**config.mk**
```make
export PLATFORM = sky130hd
export DESIGN_NAME = dtc_vector_feeder
export DESIGN_NICKNAME = d
export VERILOG_FILES = /design/src/rtl/dtc_vector_feeder.sv
export SDC_FILE = /design/constraint.sdc
export NUM_CORES = 1
export LEC_CHECK = 0
export ABC_AREA = 0
export CAP_MARGIN = 20
export CORE_MARGIN = 2
export CORE_UTILIZATION = 49
export DETAILED_ROUTE_END_ITERATION = 12
export PLACE_DENSITY = 0.73
export SLEW_MARGIN = 20
export SYNTH_ARGS = -nofsm -noshare
export SYNTH_HDL_FRONTEND = slang
export SYNTH_SLANG_ARGS = --single-unit
export TNS_END_PERCENT = 100
```
**constraint.sdc**
```tcl
create_clock -name clk -period 2.75 [get_ports clk]
set_input_delay 0.275 -clock clk [delete_from_list [all_inputs] [get_ports clk]]
set_output_delay 0.275 -clock clk [all_outputs]
set_load 0.01 [all_outputs]
```
**src/rtl/dtc_vector_feeder.sv**
```systemverilog
// dtc_vector_feeder: serial feature-vector assembler and result collector for a decision-tree classifier.
// Define DTC_FEEDER_PARITY_EN to accept a trailing even-parity bit per vector and report mismatches on m_err.
module dtc_vector_feeder #(
    parameter int N_FEAT = 12,
    parameter int N_CLS  = 3,
    parameter int LAT    = 1,
    parameter int CNT_W  = 16
) (
    input  logic              clk,
    input  logic              rst_n,
    input  logic              s_valid,
    input  logic              s_bit,
    output logic              s_ready,
    output logic [N_FEAT-1:0] feat_out,
    input  logic [N_CLS-1:0]  cls_in,
    output logic              m_valid,
    output logic [N_CLS-1:0]  m_class,
    output logic              m_err,
    input  logic              m_ready,
    output logic [CNT_W-1:0]  done_cnt
);
    localparam int BW = $clog2(N_FEAT);
    localparam int LW = $clog2(LAT + 1);
    localparam logic [1:0] SHIFT = 2'd0;
    localparam logic [1:0] EVAL  = 2'd1;
    localparam logic [1:0] HOLD  = 2'd2;
`ifdef DTC_FEEDER_PARITY_EN
    localparam logic [1:0] PAR   = 2'd3;
    logic par_q;
`endif
    logic [1:0]        state;
    logic [BW-1:0]     bit_cnt;
    logic [N_FEAT-1:0] sreg;
    logic [N_FEAT-1:0] next_vec;
    logic [LW-1:0]     lat_cnt;
    logic              last;
    assign next_vec = {s_bit, sreg[N_FEAT-1:1]};
    assign last     = bit_cnt == BW'(N_FEAT - 1);
`ifdef DTC_FEEDER_PARITY_EN
    assign s_ready  = (state == SHIFT) || (state == PAR);
`else
    assign s_ready  = state == SHIFT;
    assign m_err    = 1'b0;
`endif

    // The latency counter starts on the edge that updates feat_out, so cls_in is sampled LAT cycles later.
    always_ff @(posedge clk or negedge rst_n) begin
        if (!rst_n) begin
            state    <= SHIFT;
            bit_cnt  <= '0;
            sreg     <= '0;
            lat_cnt  <= '0;
            feat_out <= '0;
            m_valid  <= 1'b0;
            m_class  <= '0;
            done_cnt <= '0;
`ifdef DTC_FEEDER_PARITY_EN
            m_err    <= 1'b0;
            par_q    <= 1'b0;
`endif
        end else begin
            case (state)
                SHIFT: if (s_valid) begin
                    sreg <= next_vec;
                    if (last) begin
                        feat_out <= next_vec;
                        bit_cnt  <= '0;
                        lat_cnt  <= LW'(LAT - 1);
`ifdef DTC_FEEDER_PARITY_EN
                        state    <= PAR;
`else
                        state    <= EVAL;
`endif
                    end else begin
                        bit_cnt <= bit_cnt + 1'b1;
                    end
                end
`ifdef DTC_FEEDER_PARITY_EN
                PAR: begin
                    lat_cnt <= (lat_cnt == '0) ? '0 : lat_cnt - 1'b1;
                    if (s_valid) begin
                        par_q <= s_bit;
                        state <= EVAL;
                    end
                end
`endif
                EVAL: if (lat_cnt == '0) begin
                    m_class <= cls_in;
                    m_valid <= 1'b1;
`ifdef DTC_FEEDER_PARITY_EN
                    m_err   <= (^feat_out) ^ par_q;
`endif
                    state   <= HOLD;
                end else begin
                    lat_cnt <= lat_cnt - 1'b1;
                end
                HOLD: if (m_ready) begin
                    m_valid  <= 1'b0;
                    done_cnt <= done_cnt + 1'b1;
                    state    <= SHIFT;
                end
                default: state <= SHIFT;
            endcase
        end
    end
endmodule
```
==> impl_results.md, run 1 <==
- Final RePlAce weighted congestion: 0.764
- Placed Cells: 259
- Reg2reg start: state[1]
- Cts repair resizes: 0
- Core area: 4060 µm²
- Top-area cell type share of the netlist area: 58.2%
- Post-DRT Antenna Nets: 0
- Register area share after synthesis: 58.2%
- Distinct cells, synth: 36
- Detailed Route WL: 3780 µm
- Final hold violations: 49
- Pin count of the biggest net entering global routing: 50
- Port bufs: 40
- Most common flop cell mapped by yosys: dfrtp_1
- H-tree depth: 2
- Layout cells sized above 1: 16.1%
- Clock Tree Buf Depth: 2
- Wire per inst: 14.1 µm
- Fin crit share: 67.3%
- Vias in the first global route: 1378
- Fin cells: 267
- Final TNS setup: 0 ns
- Total power: 2240 µW
- #FFs+latches synth: 49
- Crit-path cells: nor2_2 -> nand2_2 -> nor2_4 -> mux2_2
- Fmax: 540 MHz
- Vert. Die Dim: 69.6 µm
- Worst-Skew Late Latency: 0.30 ns
- Post-synthesis cell count: 173
- Critical Path Fanout Max: 13
- Max-cap check violation count: 0
- Worst vdd ir: 0.000566 V
- CTS Sinks: 49
- Status: complete, but fails checks
- Gr ovfl total: 0
- Die area: 4840 µm²
- Synth area leaders: dfrtp_1, nand2_1, mux2_4
- Post-synth top area cell: dfrtp_1
- FF-to-FF End: feat_out[7]
- Average size of a mapped cell: 12.2 µm²
- Via-per-instance ratio: 5.13
- Via count: 1369
- # setup viols final: 0
- WHS: -0.0274 ns
- Initial DRC count: 89
- Drc violations: 0
- Worst Skew: 0.00867 ns
- Nature of the critical path startpoint: flip-flop
- Dpl hpwl: 2610 µm
- Failing checks: hold timing
- Root buffer cell: clkbuf_8
- CTS Hold Bufs: 0
- Pleak: 0.00129 µW
- Fillers: 301
- CP Class: reg2reg
- Netlist Area Pre-Place: 2110 µm²
- Worst Path Arrival: 2.04 ns
- DP Area: 2520 µm²
- Async S/R FF share, synth: 100%
- Net count reported at finish: 226
- 1st-pass router iterations: 4
- Final worst path period need: 1.85 ns
- Synth Warn #: 0
- Worst-Margin Slew: 0.598 ns
- Die Width: 69.6 µm
- HP Class: in2async
- Unrepaired setup endpoints after global routing: no
- Synth-to-Final Area Change: 25.5%
- Starting Density: 51.9%
- Max-slew violation count: 0
- Post-CTS setup buffer count: 0
- CTS buffer count: 5
- Fin area: 2640 µm²
- Initial antenna violation count: 0
- CP max stage delay: 0.51 ns
- Slowest CP cell: dfrtp_1
- Synth Net Count: 183
- Ant diodes: 0
- Reg2Reg Depth: 4
- Io pins: 42
- Post-synth EDFFs: 0
- GRT Total Usage: 17.1%
- Setup slack, reg-to-reg: 0.90 ns
- Rel. slew slack: 60.1%
- CTS tree: yes
- Power per standard cell area: 849 nW/µm²
- # rows: 23
- First-pass GRT wire length: 6590 µm
- Data required, critical path: 2.94 ns
- CP endpoint kind: flip-flop
- Clock slew at reported path FFs: 0.09 ns
-- power breakdown --
| part | internal (µW) | leakage, µW | switching, µW |
|---|---|---|---|
| registers | 918 | 0.000654 | 170 |
| clock network | 297 | 0.0000585 | 232 |
| logic | 376 | 0.000575 | 250 |
-- worst max path at each step --
| stage | start | endpoint | slack, ns |
|---|---|---|---|
| floorplan | state[1] | feat_out[0] | 1.26 |
| global placement | s_valid | feat_out[5] | 0.85 |
| detailed placement | s_valid | feat_out[5] | 0.81 |
| CTS | state[1] | feat_out[5] | 0.88 |
| global route | state[1] | feat_out[7] | 0.76 |
| finish | state[1] | feat_out[7] | 0.90 |
-- sequential cells by signal, indices dropped and copies added (netlist names) --
| name | cells |
|---|---|
| bit_cnt | 4 |
| m_class | 3 |
| state | 2 |
| sreg | 11 |
| feat_out | 12 |
| done_cnt | 16 |
| m_valid | 1 |
-- placed cells by master, fill, tap and decap left out, types with 2 or more instances in the layout --
cell	synthesis	layout
nor3_1	2	2
and3_1	3	3
nand3_1	6	6
xor2_1	6	6
nand3b_1	2	2
clkbuf_8	0	6
xnor2_1	9	9
ha_1	2	2
nand2_1	47	47
dfrtp_1	49	49
clkdlybuf4s50_1	0	39
nor2_1	3	3
a21oi_1	2	2
nor3_4	2	2
mux2_2	8	8
mux2_4	9	9
buf_4	1	2
o21ai_0	2	2
-- metrics by stage --
step                utilization [%]  hold slack, ns  setup slack [ns]
floorplan                         -         -0.0206              1.26
global placement               62.2           0.461             0.853
detailed placement             62.2           0.465             0.808
CTS                            65.1           0.192             0.876
global route                   65.1          0.0221             0.765
finish                         65.1         -0.0274             0.899
-- critical path, delay by kind of cell, from the launching register on --
| kind | cells | cell delay [ns] |
|---|---|---|
| simple gates | 3 | 0.83 |
| flops | 1 | 0.51 |
| mux | 1 | 0.39 |
-- logic make-up (layout without fill, tap and decap cells) --
family	Yosys count	in the layout	synth area share [%]
flip-flops	49	49	58.2
buffers and inverters	6	50	2.44
adder cells (fa/ha/maj)	2	2	1.19
AO/OA/AOI/OAI	7	7	1.96
XOR/XNOR	15	15	6.24
multiplexers	17	17	10.7
AND/OR/NAND/NOR	76	76	19.1
other	1	1	0.178
-- final cells by class --
class	instances	area (µm²)	area share, %
inverters	1	3.75	0.142
multi-input cells	118	828	31.3
well taps	50	62.6	2.37
clock inverters	1	30.0	1.14
repair buffers	41	405	15.3
clock buffers	7	86.3	3.27
flip-flops and latches	49	1230	46.4
-- Yosys cell counts (2+ instances only) --
library cell and instances:
a21oi_1 2, and3_1 3, dfrtp_1 49, ha_1 2, mux2_2 8, mux2_4 9, nand2_1 47, nand3_1 6
nand3b_1 2, nor2_1 3, nor3_1 2, nor3_4 2, o21ai_0 2, xnor2_1 9, xor2_1 6
-- layer usage --
| metal | wire length, µm | vias up | GRT usage, % |
|---|---|---|---|
| met2 | 1830 | 37 | 28.0 |
| met1 | 1700 | 665 | 21.9 |
| met3 | 176 | 8 | 3.92 |
| li1 | - | 659 | - |
| met4 | 70 | 0 | 7.19 |
| met5 | 0 | - | 0 |
Note: power is estimated with default switching activity, not from simulation.
==> inputs of run 2 (changes only) <==
Settings changed: CORE_UTILIZATION 49 to 46, PLACE_DENSITY 0.73 to 0.72.
Clock period 2.75 ns to 1.54 ns, I/O delays scaled along.
==> run 2 against run 1 <==
  * The flow now finishes without violations
  * Sequential cell count unchanged
  * Clock skew decreased by 0.0024 ns
  * Non-clock buffer count is 15 higher
  * Sequential power up 76%
  * Clock power is 42% higher
  * Combinational power is 96% higher
  * Worst setup slack lost 0.86 ns
  * Routed wire length is 2.6% lower
  * Utilization is 2.5 points lower
  * Final area up 3.8%
  * Maximum frequency up 24%
==> impl_results.md, run 2 (synthesis gave the netlist of run 1 again) <==
- Status: finished clean (was complete, but fails checks)
- Die Width: 71.7 µm (was 69.6 µm)
- Worst-Skew Late Latency: 0.29 ns (was 0.30 ns)
- Nature of the critical path startpoint: flip-flop (unchanged)
- Via count: 1415 (was 1369)
- Wire per inst: 13.0 µm (was 14.1 µm)
- Worst Skew: 0.00622 ns (was 0.00867 ns)
- Io pins: 42 (unchanged)
- CTS Sinks: 49 (unchanged)
- Clock Tree Buf Depth: 2 (unchanged)
- CP max stage delay: 0.39 ns (was 0.51 ns)
- Synth-to-Final Area Change: 30.3% (was 25.5%)
- Via-per-instance ratio: 5.00 (was 5.13)
- Power per standard cell area: 1420 nW/µm² (was 849 nW/µm²)
- Crit path buffers/inverters: 1 (was 0)
- CTS tree: yes (unchanged)
- Crit-path cells: ha_2 -> nand3b_1 -> nor2_4 -> buf_12 -> mux2_2 (was nor2_2 -> nand2_2 -> nor2_4 -> mux2_2)
- HP Class: in2async (unchanged)
- FF-to-FF End: feat_out[7] (unchanged)
- Pleak: 0.00134 µW (was 0.00129 µW)
- Unrepaired setup endpoints after global routing: yes (was no)
- Pin count of the biggest net entering global routing: 32 (was 50)
- Setup slack, reg-to-reg: 0.04 ns (was 0.90 ns)
- Core area: 4380 µm² (was 4060 µm²)
- Largest register FFs: 16 (unchanged)
- Drc violations: 0 (unchanged)
- Initial DRC count: 35 (was 89)
- Port bufs: 40 (unchanged)
- Crit path max-delay family: flip-flops (was simple AND/OR/NAND/NOR gates)
- H-tree depth: 2 (unchanged)
- Final worst path period need: 1.50 ns (was 1.85 ns)
- Vert. Die Dim: 71.7 µm (was 69.6 µm)
- 1st-pass router iterations: 4 (unchanged)
- CP endpoint kind: flip-flop (unchanged)
- Fin area: 2740 µm² (was 2640 µm²)
- Layout cells sized above 1: 22.1% (was 16.1%)
- Net count reported at finish: 241 (was 226)
- Initial antenna violation count: 0 (unchanged)
- CP Class: reg2reg (unchanged)
- Top flop regs: done_cnt: 16 flops, feat_out: 12 flops, sreg: 11 flops (unchanged)
- Vias in the first global route: 1490 (was 1378)
- Ant diodes: 0 (unchanged)
- Reg2reg start: bit_cnt[1] (was state[1])
- Gr ovfl total: 0 (unchanged)
- Max-cap check violation count: 0 (unchanged)
- GRT Total Usage: 15.9% (was 17.1%)
- Root buffer cell: clkbuf_8 (unchanged)
- # rows: 24 (was 23)
- Slowest CP cell: dfrtp_1 (unchanged)
- Final hold violations: 0 (was 49)
- DR top layer: met4 (unchanged)
- Worst Path Arrival: 1.68 ns (was 2.04 ns)
- Starting Density: 48.0% (was 51.9%)
- Detailed Route WL: 3680 µm (was 3780 µm)
- CTS buffer count: 5 (unchanged)
- Fin crit share: 97.2% (was 67.3%)
- Dpl hpwl: 2630 µm (was 2610 µm)
- Dpl ws: -0.0328 ns (was 0.808 ns)
- Total power: 3900 µW (was 2240 µW)
- Met3 Wirelength: 193 µm (was 176 µm)
- Most frequent cells in the layout: nand2_1, dfrtp_1, clkdlybuf4s50_1, buf_4 (was dfrtp_1, nand2_1, clkdlybuf4s50_1, xnor2_1, mux2_4)
- Max-slew violation count: 0 (unchanged)
- Reg2Reg Depth: 5 (was 4)
- Die area: 5140 µm² (was 4840 µm²)
- Post-DRT Antenna Nets: 0 (unchanged)
- Data required, critical path: 1.72 ns (was 2.94 ns)
- DP Area: 2620 µm² (was 2520 µm²)
- # setup viols final: 0 (unchanged)
- Met1 Wirelength: 1660 µm (was 1700 µm)
- Worst vdd ir: 0.000914 V (was 0.000566 V)
- Met2 Routed Length: 1790 µm (was 1830 µm)
- First-pass GRT wire length: 6440 µm (was 6590 µm)
- Largest register by flop count: done_cnt (unchanged)
- Final worst slack: 0.0431 ns (was 0.899 ns)
- Critical Path Fanout Max: 13 (unchanged)
- Final RePlAce weighted congestion: 0.741 (was 0.764)
- Cell depth of the worst setup path: 5 (was 4)
- Fmax: 668 MHz (was 540 MHz)
- Clock slew at reported path FFs: 0.08 ns (was 0.09 ns)
## run 2: worst max path at each step
| stage | start | end | slack [ns] |
|---|---|---|---|
| finish | bit_cnt[1] | feat_out[7] | 0.04 |
| global route | bit_cnt[1] | feat_out[5] | -0.03 |
| CTS | bit_cnt[1] | feat_out[7] | 0.03 |
| floorplan | state[1] | feat_out[0] | 0.05 |
| global placement | m_ready | done_cnt[15] | -0.002 |
| detailed placement | m_ready | done_cnt[15] | -0.03 |
## run 2: per-stage QoR
stage	std cells	TNS (ns)	utilization, %	hold WS [ns]
3_3_place_gp	272	-0.00185	59.8	0.138
4_1_cts	281	0	62.2	0.347
5_1_grt	283	-0.0894	62.6	0.370
6_report	283	0	62.6	0.352
3_5_place_dp	272	-0.0418	59.8	0.135
2_1_floorplan	173	0	-	-0.142
## run 2: final cells by class
class | count | area (µm²)
well taps | 52 | 65.1
clock buffers | 7 | 86.3
flip-flops and latches | 49 | 1230
fillers | 373 | 1640
multi-input cells | 118 | 831
repair buffers | 56 | 529
inverters | 1 | 3.75
## run 2: what timing repair did
| action | in CTS | in global routing |
|---|---|---|
| endpoints found under the setup margin | 1 | 14 |
| pin swaps | 0 | 1 |
| buffers inserted | 1 | 2 |
| hold endpoints to repair | 49 | 0 |
| hold buffers | 1 | 0 |
| gates resized for setup | 2 | 2 |
## run 2: per-layer routing
layer / GRT usage [%] / up-vias
met2: 26.9 / 33
met3: 5.20 / 5
met1: 19.7 / 693
met5: 0 / -
met4: 4.40 / 0
li1: - / 684
## run 2: power breakdown
part / internal (µW) / switching, µW / total [µW]
registers: 1640 / 272 / 1920
clock network: 357 / 392 / 749
logic: 747 / 486 / 1230
total: 2750 / 1150 / 3900
## run 2: worst register-to-register path, delay by kind of cell (launching register included)
family | cells | cell delay, ns
and+or+nand+nor | 2 | 0.28
buffers and inverters | 1 | 0.16
muxes | 1 | 0.34
DFF | 1 | 0.39
adders and majority gates | 1 | 0.21
==> inputs of run 3 (changes only) <==
Settings changed: CORE_UTILIZATION 46 to 30, PLACE_DENSITY 0.72 to 0.48, RECOVER_POWER from default to 25.
Clock period 1.54 ns to 1.8 ns, I/O delays scaled along.
==> run 3 against run 2 <==
  * Register-to-register slack better by 0.26 ns
  * Final area is 0.96% higher
  * Count of clock-buffer cells in the layout is 2 lower
  * Worst setup slack better by 0.10 ns
  * Highest routed layer unchanged
  * Clock power is 22% higher
  * Worst hold slack worse by 0.14 ns
  * Non-clock buffer count is 9 lower
  * First-iteration DRC count is 110% higher
  * Sequential cell count stayed put
  * Final cell count is 13% higher
  * Utilization is 22 points lower
  * Largest power group unchanged
  * Via count is 3.5% lower
==> impl_results.md, run 3 (synthesis gave the netlist of run 1 again) <==
- Commonest non-fill, non-tap cell in the layout: dfrtp_1
- Data required, critical path: 1.62 ns (was 1.72 ns)
- Ant diodes: 0 (unchanged)
- First-pass GRT wire length: 6470 µm (was 6440 µm)
- Pleak: 0.00133 µW (was 0.00134 µW)
- Final Util: 40.8% (was 62.6%)
- Die area: 7710 µm² (was 5140 µm²)
- Final RePlAce weighted congestion: 0.703 (was 0.741)
- Dpl ws: 0.188 ns (was -0.0328 ns)
- Most frequent cells in the layout: dfrtp_1, nand2_1, clkdlybuf4s50_1, xnor2_1, mux2_4 (was nand2_1, dfrtp_1, clkdlybuf4s50_1, buf_4)
- Worst-Skew Late Latency: 0.30 ns (was 0.29 ns)
- Final worst path period need: 1.66 ns
- Vert. Die Dim: 87.8 µm (was 71.7 µm)
- Root buffer cell: clkbuf_8 (unchanged)
- Worst-Margin Slew: 1.22 ns
- Worst Skew: 0.0100 ns (was 0.00622 ns)
- 1st-pass router iterations: 4 (unchanged)
- Worst vdd ir: 0.000530 V (was 0.000914 V)
- Layout cells sized above 1: 18.8% (was 22.1%)
- Fillers: 669 (was 373)
- CP Class: reg2out (was reg2reg)
- CTS Hold Bufs: 0 (was 1)
- CTS tree: yes (unchanged)
- Reg2Reg Depth: 5 (unchanged)
- Largest register by flop count: done_cnt (unchanged)
- Drc violations: 0 (unchanged)
- Die Width: 87.8 µm (was 71.7 µm)
- Vias in the first global route: 1359 (was 1490)
- Starting Density: 31.0% (was 48.0%)
- H-tree depth: 2 (unchanged)
- Net count reported at finish: 232 (was 241)
- Via count: 1366 (was 1415)
- Detailed Route WL: 3780 µm (was 3680 µm)
- Power per standard cell area: 1280 nW/µm² (was 1420 nW/µm²)
- Max-cap check violation count: 0 (unchanged)
- Pin count of the biggest net entering global routing: 50 (was 32)
- Initial DRC count: 72 (was 35)
- Clock slew at reported path FFs: 0.09 ns (was 0.08 ns)
- Final hold violations: 0 (unchanged)
- Critical Path Fanout Max: 5 (was 13)
- Final TNS setup: 0 ns (unchanged)
- Rel. slew slack: 18.5%
- Top flop regs: done_cnt: 16 flops, feat_out: 12 flops, sreg: 11 flops (unchanged)
- Fmax: 604 MHz
- Initial antenna violation count: 0 (unchanged)
- Nature of the critical path startpoint: flip-flop (unchanged)
- GRT Total Usage: 10.7% (was 15.9%)
- Largest register FFs: 16 (unchanged)
- Via-per-instance ratio: 4.28 (was 5.00)
- Status: finished clean (unchanged)
- Core area: 6790 µm² (was 4380 µm²)
- Cts repair resizes: 0 (was 2)
- Dpl hpwl: 2540 µm (was 2630 µm)
- Max-slew violation count: 0 (unchanged)
- HP Class: in2async (unchanged)
- CTS buffer count: 5 (unchanged)
- Unrepaired setup endpoints after global routing: no (was yes)
- DP Area: 2640 µm² (was 2620 µm²)
- Post-CTS setup buffer count: 0 (was 1)
- Io pins: 42 (unchanged)
- Worst Path Arrival: 1.48 ns (was 1.68 ns)
- # setup viols final: 0 (unchanged)
- Port bufs: 40 (unchanged)
- Synth-to-Final Area Change: 31.6% (was 30.3%)
- Fin area: 2770 µm² (was 2740 µm²)
- Fin crit share: 92.0%
- CP endpoint kind: output pin (was flip-flop)
- CTS Sinks: 49 (unchanged)
- # rows: 30 (was 24)
- Final worst slack: 0.143 ns (was 0.0431 ns)
- Post-DRT Antenna Nets: 0 (unchanged)
- Gr ovfl total: 0 (unchanged)
- Clock Tree Buf Depth: 2 (unchanged)
- Wire per inst: 11.9 µm (was 13.0 µm)
==> run 3: cell types whose count changed in the layout (fill, tap and decap cells not counted), sizes merged <==
| cell | delta |
|---|---|
| clkbuf | -1 |
| clkdlybuf4s50 | +1 |
| buf | -9 |
| bufinv | +2 |
| clkinv | +1 |
| dlygate4sd3 | -1 |
| dlygate4sd2 | -1 |
==> run 3: worst max-delay path, cell delays in order (launching register included) <==
cell and delay, ns:
dfrtp_1 0.47, nor2_2 0.16, clkdlybuf4s50_1 0.55
==> run 3: layer usage <==
metal | vias to the layer above | part of all wire (%) | GRT usage, %
li1 | 666 | - | -
met1 | 663 | 48 | 14.4
met2 | 33 | 47 | 16.7
met3 | 4 | 4.5 | 3.11
met4 | 0 | 0.77 | 3.36
met5 | - | 0 | 0
==> run 3: final cells by class <==
cell class / instances / area (µm²) / area share [%]
flip-flops and latches: 49 / 1230 / 44.3
multi-input cells: 118 / 828 / 29.9
repair buffers: 47 / 458 / 16.5
well taps: 96 / 120 / 4.34
clock buffers: 5 / 68.8 / 2.48
clock inverters: 3 / 65.1 / 2.35
inverters: 1 / 3.75 / 0.136
==> run 3: path summary, 6_finish.rpt <==
kind	startpoint	to	slack, ns
min	rst_n	done_cnt[5]	0.21
max reg2reg	bit_cnt[0]	feat_out[6]	0.30
max	state[1]	s_ready	0.14
min in group clk	s_bit	sreg[11]	0.45
max in group asynchronous	rst_n	feat_out[5]	0.84
min reg2reg	done_cnt[15]	done_cnt[15]	0.48
==> run 3: stage by stage <==
stage                     power (µW)  cells  hold WS (ns)
after floorplan                 2180    173        -0.116
after global placement          2650    311         0.338
after detailed placement        2670    311         0.333
after CTS                       3610    319      0.000513
after global routing            3770    319         0.321
final                           3540    319         0.213
==> run 3: power by group <==
group          internal [µW]  switching (µW)
clock                    552             363
sequential              1400             241
combinational            599             386
total                   2550             990
